**config.mk**
```make
export PLATFORM = sky130hd
export DESIGN_NAME = bnn_inference_scheduler_flat
export DESIGN_NICKNAME = d
export VERILOG_FILES = /design/src/rtl/bnn_inference_scheduler_if.sv /design/src/rtl/bnn_inference_scheduler.sv /design/src/flat_wrapper.sv
export SDC_FILE = /design/constraint.sdc
export NUM_CORES = 1
export LEC_CHECK = 0
export ABC_AREA = 1
export BUFFER_PORTS_ARGS = -buffer_cell sky130_fd_sc_hd__buf_2
export CAP_MARGIN = 10
export CORE_MARGIN = 1.5
export CORE_UTILIZATION = 29
export DETAILED_ROUTE_END_ITERATION = 7
export PLACE_DENSITY = 0.46
export SETUP_SLACK_MARGIN = 0.3
export SLEW_MARGIN = 20
export SYNTH_ARGS = -nofsm -noshare
export SYNTH_HDL_FRONTEND = slang
export SYNTH_SLANG_ARGS = --single-unit
```
**constraint.sdc**
```tcl
create_clock -name clk -period 4.82 [get_ports clk]
set_input_delay 0.723 -clock clk [delete_from_list [all_inputs] [get_ports clk]]
set_output_delay 0.723 -clock clk [all_outputs]
set_load 0.03 [all_outputs]
```
**src/rtl/bnn_inference_scheduler_if.sv**
```systemverilog
// rtl/bnn_inference_scheduler_if.sv - byte input, weight-memory and result bundle for the BNN scheduler
// res_score is present only when BNN_SCORE_OUT_EN is defined.
interface bnn_inference_scheduler_if #(
  parameter int N_IN = 16,
  parameter int AW   = 4
);
  localparam int SW = $clog2(N_IN + 1);

  logic            in_valid;
  logic [7:0]      in_data;
  logic            in_ready;
  logic            w_rd_en;
  logic [AW-1:0]   w_addr;
  logic [N_IN-1:0] w_data;
  logic            res_valid;
  logic [3:0]      res_class;
  logic            res_ready;
  logic            busy;
`ifdef BNN_SCORE_OUT_EN
  logic [SW-1:0]   res_score;

  modport master (
    input  in_valid, in_data, w_data, res_ready,
    output in_ready, w_rd_en, w_addr, res_valid, res_class, busy, res_score
  );
  modport slave (
    output in_valid, in_data, w_data, res_ready,
    input  in_ready, w_rd_en, w_addr, res_valid, res_class, busy, res_score
  );
`else
  modport master (
    input  in_valid, in_data, w_data, res_ready,
    output in_ready, w_rd_en, w_addr, res_valid, res_class, busy
  );
  modport slave (
    output in_valid, in_data, w_data, res_ready,
    input  in_ready, w_rd_en, w_addr, res_valid, res_class, busy
  );
`endif
endinterface

```
**src/rtl/bnn_inference_scheduler.sv**
```systemverilog
// rtl/bnn_inference_scheduler.sv - BNN output layer: byte-stream input, XNOR-popcount per neuron, argmax result
// Optional BNN_SCORE_OUT_EN exports the winning popcount on res_score.
module bnn_inference_scheduler #(
  parameter int N_IN  = 16,
  parameter int N_OUT = 10,
  parameter int AW    = 4
) (
  input  logic                    clk,
  input  logic                    rst,
  bnn_inference_scheduler_if.master bus
);
  localparam int NB  = N_IN / 8;
  localparam int BCW = (NB > 1) ? $clog2(NB) : 1;
  localparam int SW  = $clog2(N_IN + 1);

  typedef enum logic [1:0] {S_LOAD, S_FETCH, S_ACC, S_RESULT} state_t;

  state_t          r_state;
  state_t          w_next;
  logic [N_IN-1:0] r_x;
  logic [BCW-1:0]  r_bcnt;
  logic [AW-1:0]   r_idx;
  logic [SW-1:0]   r_best_score;
  logic [AW-1:0]   r_best_idx;
  logic [3:0]      r_res_class;

  logic            w_last_byte;
  logic            w_last_neuron;
  logic [N_IN-1:0] w_xnor;
  logic [SW-1:0]   w_score;
  logic            w_take;
  logic [SW-1:0]   w_upd_score;
  logic [AW-1:0]   w_upd_idx;

  assign w_last_byte   = (r_bcnt == BCW'(NB - 1));
  assign w_last_neuron = (r_idx == AW'(N_OUT - 1));

  always_comb begin
    w_xnor  = ~(r_x ^ bus.w_data);
    w_score = '0;
    for (int i = 0; i < N_IN; i++) begin
      w_score = w_score + SW'(w_xnor[i]);
    end
  end

  // Neuron 0 always seeds the running best so an all-zero layer still reports class 0.
  assign w_take      = (r_idx == '0) || (w_score > r_best_score);
  assign w_upd_score = w_take ? w_score : r_best_score;
  assign w_upd_idx   = w_take ? r_idx   : r_best_idx;

  always_ff @(posedge clk) begin
    if (rst) r_state <= S_LOAD;
    else     r_state <= w_next;
  end

  always_comb begin
    w_next        = r_state;
    bus.in_ready  = 1'b0;
    bus.w_rd_en   = 1'b0;
    bus.res_valid = 1'b0;
    bus.busy      = 1'b0;
    case (r_state)
      S_LOAD: begin
        bus.in_ready = 1'b1;
        if (bus.in_valid && w_last_byte) w_next = S_FETCH;
      end
      S_FETCH: begin
        bus.w_rd_en = 1'b1;
        bus.busy    = 1'b1;
        w_next      = S_ACC;
      end
      S_ACC: begin
        bus.busy = 1'b1;
        w_next   = w_last_neuron ? S_RESULT : S_FETCH;
      end
      S_RESULT: begin
        bus.res_valid = 1'b1;
        if (bus.res_ready) w_next = S_LOAD;
      end
      default: w_next = S_LOAD;
    endcase
  end

  assign bus.w_addr    = r_idx;
  assign bus.res_class = r_res_class;

`ifdef BNN_SCORE_OUT_EN
  logic [SW-1:0] r_res_score;
  assign bus.res_score = r_res_score;
`endif

  always_ff @(posedge clk) begin
    if (rst) begin
      r_x          <= '0;
      r_bcnt       <= '0;
      r_idx        <= '0;
      r_best_score <= '0;
      r_best_idx   <= '0;
      r_res_class  <= '0;
`ifdef BNN_SCORE_OUT_EN
      r_res_score  <= '0;
`endif
    end else begin
      case (r_state)
        S_LOAD: begin
          if (bus.in_valid) begin
            r_x[int'(r_bcnt)*8 +: 8] <= bus.in_data;
            if (w_last_byte) begin
              r_bcnt       <= '0;
              r_idx        <= '0;
              r_best_score <= '0;
              r_best_idx   <= '0;
            end else begin
              r_bcnt <= r_bcnt + BCW'(1);
            end
          end
        end
        S_ACC: begin
          r_best_score <= w_upd_score;
          r_best_idx   <= w_upd_idx;
          if (w_last_neuron) begin
            r_res_class <= 4'(w_upd_idx);
`ifdef BNN_SCORE_OUT_EN
            r_res_score <= w_upd_score;
`endif
          end else begin
            r_idx <= r_idx + AW'(1);
          end
        end
        S_RESULT: begin
          if (bus.res_ready) r_bcnt <= '0;
        end
        default: ;
      endcase
    end
  end
endmodule

```
**src/flat_wrapper.sv**
```systemverilog
// flat-port wrapper written by rule: the top's interface ports become plain ports
module bnn_inference_scheduler_flat 
#(
  parameter int N_IN  = 16,
  parameter int N_OUT = 10,
  parameter int AW    = 4
)
  (clk, rst, bus_in_valid, bus_in_data, bus_w_data, bus_res_ready, bus_in_ready, bus_w_rd_en, bus_w_addr, bus_res_valid, bus_res_class, bus_busy);
  bnn_inference_scheduler_if #(.N_IN(N_IN), .AW(AW)) bus_i ();
  input  logic clk;
  input  logic rst;
  input wire logic [$bits(bus_i.in_valid)-1:0] bus_in_valid;
  input wire logic [$bits(bus_i.in_data)-1:0] bus_in_data;
  input wire logic [$bits(bus_i.w_data)-1:0] bus_w_data;
  input wire logic [$bits(bus_i.res_ready)-1:0] bus_res_ready;
  output wire logic [$bits(bus_i.in_ready)-1:0] bus_in_ready;
  output wire logic [$bits(bus_i.w_rd_en)-1:0] bus_w_rd_en;
  output wire logic [$bits(bus_i.w_addr)-1:0] bus_w_addr;
  output wire logic [$bits(bus_i.res_valid)-1:0] bus_res_valid;
  output wire logic [$bits(bus_i.res_class)-1:0] bus_res_class;
  output wire logic [$bits(bus_i.busy)-1:0] bus_busy;
  assign bus_i.in_valid = bus_in_valid;
  assign bus_i.in_data = bus_in_data;
  assign bus_i.w_data = bus_w_data;
  assign bus_i.res_ready = bus_res_ready;
  assign bus_in_ready = bus_i.in_ready;
  assign bus_w_rd_en = bus_i.w_rd_en;
  assign bus_w_addr = bus_i.w_addr;
  assign bus_res_valid = bus_i.res_valid;
  assign bus_res_class = bus_i.res_class;
  assign bus_busy = bus_i.busy;
  bnn_inference_scheduler #(.N_IN(N_IN), .N_OUT(N_OUT), .AW(AW)) u_core (.clk(clk), .rst(rst), .bus(bus_i));
endmodule
```
==> impl_metrics.py, run 1 <==
metrics = {
    "timing": {
        "fmax_mhz": 201,
        "min_period_ns": 4.98,
        "hold_slack_ns": 0.466,
        "hold_viol": 0,
        "rsz0062_at_grt": "yes",
        "setup_viol": 13,
        "finalCritPeriodShare_pct": 103,
        "worst_pin_slew_ns": 0.686,
        "timing.slew.headroom_pct": 54.1,
        "setup_slack_ns": -0.161,
        "maxSlewViolCount": 0,
        "fin_skew_ns": 0.00625,
    },
    "run_status": {
        "failed_checks": "negative setup slack",
        "outcome": "finished with violations",
    },
    "worst_setup_path": {
        "cpMostUsedCell": "fa_1",
        "rr_endpoint": "u_core.bus.res_class[1]",
        "path_buf_inv": 5,
        "slowest_stage": "fa_1",
        "arrival_ns": 5.17,
        "r2r_start": "u_core.r_x[1]",
        "required_ns": 5.01,
        "r2r_cells": 24,
        "worstSetupStartpoint": "bus_w_data[1]",
        "max_stage_delay_ns": 0.50,
        "critPathMaxFanout": 8,
        "startpoint_type": "primary input",
        "crit_cells": 25,
        "critical-path-top-delay-family": "adder cells",
        "crit_type": "in2reg",
        "worst_setup_path_end_kind": "flip-flop",
        "r2r_setup_slack_ns": 0.02,
        "cp-endpoint": "u_core.bus.res_class[1]",
    },
    "finish": {
        "nets": 389,
        "seq_area_sq_um": 721,
        "drive_gt1_share_pct": 28.4,
        "antennaDiodeCount": 0,
        "fillers": 820,
        "synthToLayoutAreaGrowth_pct": 29.5,
        "utilization_pct": 39.2,
        "multi_input_area_sq_um": 1480,
    },
    "synthesis": {
        "ys.flop_type": "dfxtp_1",
        "synth_top_cell_by_area": "dfxtp_1",
        "post-synth-top-count-cell": "nor2_1",
        "synthArstFlopShare_pct": 0,
        "synth_common_cells": "nor2_1 (44), inv_1 (43), dfxtp_1 (36), nand2_1 (36), o21ai_0 (21)",
        "synth.cell_area_sq_um": 2210,
        "syn_inst": 284,
        "yosys_warnings": 0,
        "synth_cell_types": 26,
        "ys_top_cells_by_area": "dfxtp_1 (33%), ha_1 (9.6%), fa_1 (9.1%)",
        "syn_avg_cell_area_sq_um": 7.77,
        "syn_nets": 339,
        "ys_seq_elements": 36,
        "synth_top_area_share_pct": 32.7,
        "seq_area_frac_synth_pct": 32.7,
        "synth_enable_flop_cells": 0,
    },
    "route": {
        "drc_errors": 0,
        "drt_iter0_drc": 29,
        "drt_first_pass_iters": 4,
        "antenna_left": 0,
        "detail_route.wl_per_cell_um": 11.8,
        "vias": 1901,
        "vias_per_cell": 4.38,
        "routed_wirelength_um": 5120,
    },
    "global_route": {
        "antenna_found_initial": 0,
        "globalRoute.totalOverflow": 0,
        "grt.total_usage_pct": 13.5,
        "grt_pass1_wl_um": 8900,
        "grt_pass1_vias": 1936,
        "grt_max_degree": 19,
    },
    "clocking": {
        "cts_max_level": 2,
        "clk-insertion-delay-late_ns": 0.29,
        "cts_buffers": 5,
        "clk_pin_slew_worst_paths_ns": 0.07,
        "clock-sinks": 36,
        "clockRootBuffer": "clkbuf_8",
        "postCtsHoldBufs": 0,
        "tritoncts": "yes",
        "clockBufferDepth": 2,
    },
    "die": {
        "ios": 40,
        "start_util_pct": 30.3,
        "fp-row-count": 31,
        "fp.dieW_um": 90.2,
        "dieArea_sq_um": 8140,
        "fp.dieH_um": 90.2,
        "coreArea_sq_um": 7290,
    },
    "placed_design": {
        "gp_congestion": 0.776,
        "port_buffers": 39,
        "dp_hpwl_um": 3880,
    },
    "hold_path": {
        "min_path_type": "reg2reg",
    },
    "run": {
        "drv_cap": 0,
    },
}
## layout by cell type, fill, tap and decap left out, drive strengths merged, types with 2 or more instances in the layout
| cell | count |
|---|---|
| dfxtp | 36 |
| nor2 | 45 |
| o21ai | 24 |
| nor3 | 2 |
| ha | 17 |
| a211oi | 2 |
| clkbuf | 8 |
| xnor2 | 13 |
| nand2 | 39 |
| xor2 | 5 |
| nand3 | 18 |
| a21oi | 15 |
| nand4 | 6 |
| buf | 47 |
| inv | 43 |
| fa | 10 |
## logic make-up (layout without fill, tap and decap cells)
logic type | after synthesis | after routing | synth area share (%)
AOI/OAI and AO/OA | 43 | 43 | 10.7
xor gates and xnor gates | 18 | 18 | 7.15
DFF | 36 | 36 | 32.7
and+or+nand+nor | 112 | 112 | 22.1
adders and majority gates | 27 | 27 | 18.7
buffers and inverters | 48 | 99 | 8.73
## flip-flops by register name, summed over array words and instances (netlist names)
register,cells
u_core.r_bcnt,1
u_core.bus.w_addr,4
u_core.r_state,2
u_core.r_best_score,5
u_core.r_x,16
u_core.bus.res_class,4
u_core.r_best_idx,4
## what timing repair did
action	4_1_cts	5_1_grt
gates resized for setup	10	16
setup endpoints to repair	13	13
buffers inserted	1	0
pin swaps	3	6
## metrics by stage
stage	cells	worst slack (ns)	setup TNS (ns)	cell area, sq um
after floorplan	284	-0.111	-0.997	2270
final	434	-0.161	-1.46	2860
after global routing	434	-0.367	-3.96	2860
after global placement	425	-0.477	-5.69	2620
after detailed placement	425	-0.509	-6.09	2620
after CTS	434	-0.169	-1.52	2780
## final cells by class
type                    instances  share of cell area [%]
multi-input cells             200                    51.9
flip-flops and latches         36                    25.2
repair buffers                 47                    9.37
inverters                      44                    5.96
well taps                      99                    4.34
clock buffers                   8                    3.15
## per-layer routing
metal	global-route usage [%]	vias to the layer above	routed length [um]
met3	2.62	8	105
met5	0	-	0
met4	5.16	0	87
met2	21.2	22	2290
li1	-	1004	-
met1	18.3	867	2630
## worst min-delay path, stage by stage (launching register included)
cell     delay [ns]
dfxtp_1        0.31
nand2_1        0.06
a21oi_1        0.05
## how the worst min path moves through the flow
stage / startpoint / slack (ns) / to / cells after the start
2_1_floorplan: u_core.r_best_idx[0] / 0.45 / u_core.r_best_idx[0] / 2
3_5_place_dp: u_core.r_best_idx[0] / 0.46 / u_core.r_best_idx[0] / 2
4_1_cts: u_core.r_best_idx[0] / 0.47 / u_core.r_best_idx[0] / 2
5_1_grt: u_core.r_best_score[3] / 0.49 / u_core.r_best_score[3] / 2
3_3_place_gp: u_core.r_best_idx[1] / 0.45 / u_core.r_best_idx[1] / 2
6_report: u_core.r_best_idx[0] / 0.47 / u_core.r_best_idx[0] / 2
Power of run 1 is left out: the tool's default activity adds up to more than one toggle a clock period on the data nets, which glitch-free logic cannot reach.
==> inputs of run 2 (changes only) <==
- PLACE_DENSITY: 0.46 -> 0.44
- clock period: 4.82 -> 5.8 ns (I/O delays scaled with it)
==> run 2 against run 1 <==
Compared with the run above: highest routed layer unchanged; critical endpoint is now u_core.bus.res_class[0]; setup slack improved by 0.81 ns; hold slack improved by 0.0021 ns; clock-buffer cell count is 1 lower; utilization down 2.5 points; critical path type unchanged; critical path depth is the same; sequential share of layout area rose by 1.7 points; the run now ends clean.
==> impl_metrics.py, run 2 (same netlist as run 1, synthesis figures left out) <==
metrics = {
    "route": {
        "drt_first_pass_iters": 4,
        "drc_errors": 0,
        "vias": 1880,
        "detail_route.wl_per_cell_um": 12.0,
        "routed_wirelength_um": 5160,
        "vias_per_cell": 4.39,
        "drt_iter0_drc": 67,
        "antenna_left": 0,
    },
    "clocking": {
        "clk-insertion-delay-late_ns": 0.29,
        "clockBufferDepth": 2,
        "clk_pin_slew_worst_paths_ns": 0.07,
        "clockRootBuffer": "clkbuf_8",
        "tritoncts": "yes",
        "clock-sinks": 36,
        "cts_max_level": 2,
        "cts_buffers": 5,
    },
    "global_route": {
        "globalRoute.totalOverflow": 0,
        "top_usage_layer": "met1",
        "met2_usage_pct": 18.9,
        "use_met1_pct": 20.6,
        "grt_pass1_wl_um": 8770,
        "grt_use_met3_pct": 2.20,
        "grt.total_usage_pct": 13.5,
        "antenna_found_initial": 0,
        "grt_pass1_vias": 1803,
        "grt_max_degree": 19,
    },
    "placed_design": {
        "dp_hpwl_um": 3870,
        "gp_congestion": 0.802,
        "port_buffers": 39,
    },
    "timing": {
        "rsz0062_at_grt": "no",
        "maxSlewViolCount": 0,
        "fin_skew_ns": 0.00944,
        "hold_viol": 0,
        "min_period_ns": 5.15,
        "timing.slew.headroom_pct": 52.8,
        "fmax_mhz": 194,
        "worst_pin_slew_ns": 0.705,
        "setup_viol": 0,
        "hold_slack_ns": 0.468,
        "finalCritPeriodShare_pct": 88.9,
    },
    "worst_setup_path": {
        "worstSetupStartpoint": "bus_w_data[0]",
        "required_ns": 5.99,
        "r2r_start": "u_core.r_x[0]",
        "critPathMaxFanout": 8,
        "rr_endpoint": "u_core.bus.res_class[0]",
        "arrival_ns": 5.34,
        "startpoint_type": "primary input",
        "crit_type": "in2reg",
        "worst_setup_path_end_kind": "flip-flop",
        "r2r_setup_slack_ns": 0.98,
        "r2r_cells": 24,
    },
    "hold_path": {
        "min_to": "u_core.r_best_idx[1]",
        "hold_start": "u_core.r_best_idx[1]",
        "min_path_type": "reg2reg",
        "hold_path_depth": 2,
    },
    "die": {
        "dieArea_sq_um": 8140,
        "coreArea_sq_um": 7290,
        "start_util_pct": 30.3,
        "fp-row-count": 31,
        "ios": 40,
        "fp.dieH_um": 90.2,
        "fp.dieW_um": 90.2,
    },
    "finish": {
        "regMostFlops": "u_core.r_x",
        "largest_reg_flops": 16,
        "nets": 384,
        "reg_top3": "u_core.r_x (16), u_core.r_best_score (5)",
        "final_cell_mix": "nor2_1 (43), inv_1 (42), buf_2 (39), dfxtp_1 (36), nand2_1 (33)",
        "synthToLayoutAreaGrowth_pct": 21.1,
        "drive_gt1_share_pct": 20.7,
        "antennaDiodeCount": 0,
        "final_common_cell": "nor2_1",
    },
    "run_status": {
        "outcome": "complete, no violations",
    },
    "run": {
        "drv_cap": 0,
    },
}
run 2: cell types whose count changed in the layout (fill, tap and decap cells not counted), moves of 3 or more:
cell and change:
ha_1 +3, nand2_2 -7, nand3_1 +7, nand3_2 -5, nand2_1 +7, ha_4 -3
buf_4 -5
run 2: layout make-up:
cell class / count / area [sq um]
well taps: 99 / 124
repair buffers: 42 / 218
flip-flops and latches: 36 / 721
multi-input cells: 200 / 1340
clock buffers: 7 / 96.3
fillers: 827 / 4620
inverters: 44 / 170
run 2: worst max-delay path by stage:
| stage | end | slack (ns) | depth (start not counted) |
|---|---|---|---|
| CTS | u_core.r_best_score[0] | 0.36 | 23 |
| global placement | u_core.r_best_score[2] | -0.008 | 23 |
| detailed placement | u_core.r_best_score[2] | -0.02 | 23 |
| global route | u_core.bus.res_class[0] | 0.36 | 25 |
| finish | u_core.bus.res_class[0] | 0.65 | 25 |
| floorplan | u_core.r_best_score[1] | 0.39 | 22 |
run 2: per-stage QoR:
stage               std cells  util (%)  cell area [sq um]  worst slack, ns  TNS (ns)
floorplan                 284         -               2210            0.393         0
global placement          419      34.4               2510         -0.00772  -0.00772
detailed placement        419      34.4               2510          -0.0159   -0.0438
CTS                       426      35.7               2610            0.357         0
global route              428      36.6               2670            0.356         0
finish                    428      36.6               2670            0.646         0
run 2: timing repair:
| item | CTS | global route |
|---|---|---|
| gates resized for setup | 1 | 15 |
| setup endpoints to repair | 5 | 13 |
| gates cloned | 0 | 0 |
| pin swaps | 0 | 10 |
| hold buffers | 0 | 0 |
| setup buffers | 0 | 2 |
run 2: critical path, stage by stage:
cell and delay [ns]:
buf_2 0.10, xnor2_1 0.11, ha_1 0.27, inv_1 0.04, fa_1 0.49, fa_1 0.44, fa_1 0.54, inv_1 0.05
fa_1 0.49, fa_2 0.20, inv_1 0.06, fa_2 0.39, xnor2_2 0.16, ha_1 0.30, nand2_1 0.06, nor2_2 0.11
nand2_1 0.07, nand3_2 0.09, nand2_4 0.09, nand2_8 0.11, nand2_2 0.08, nand2_1 0.08, nand2_1 0.06, nand2_1 0.06
inv_1 0.03
run 2: layer usage:
layer,up-vias,share of wire (%)
met3,4,2.6
met5,-,0
met1,859,56
met2,28,41
li1,989,-
met4,0,1.1
Power of run 2 is left out for the same reason.
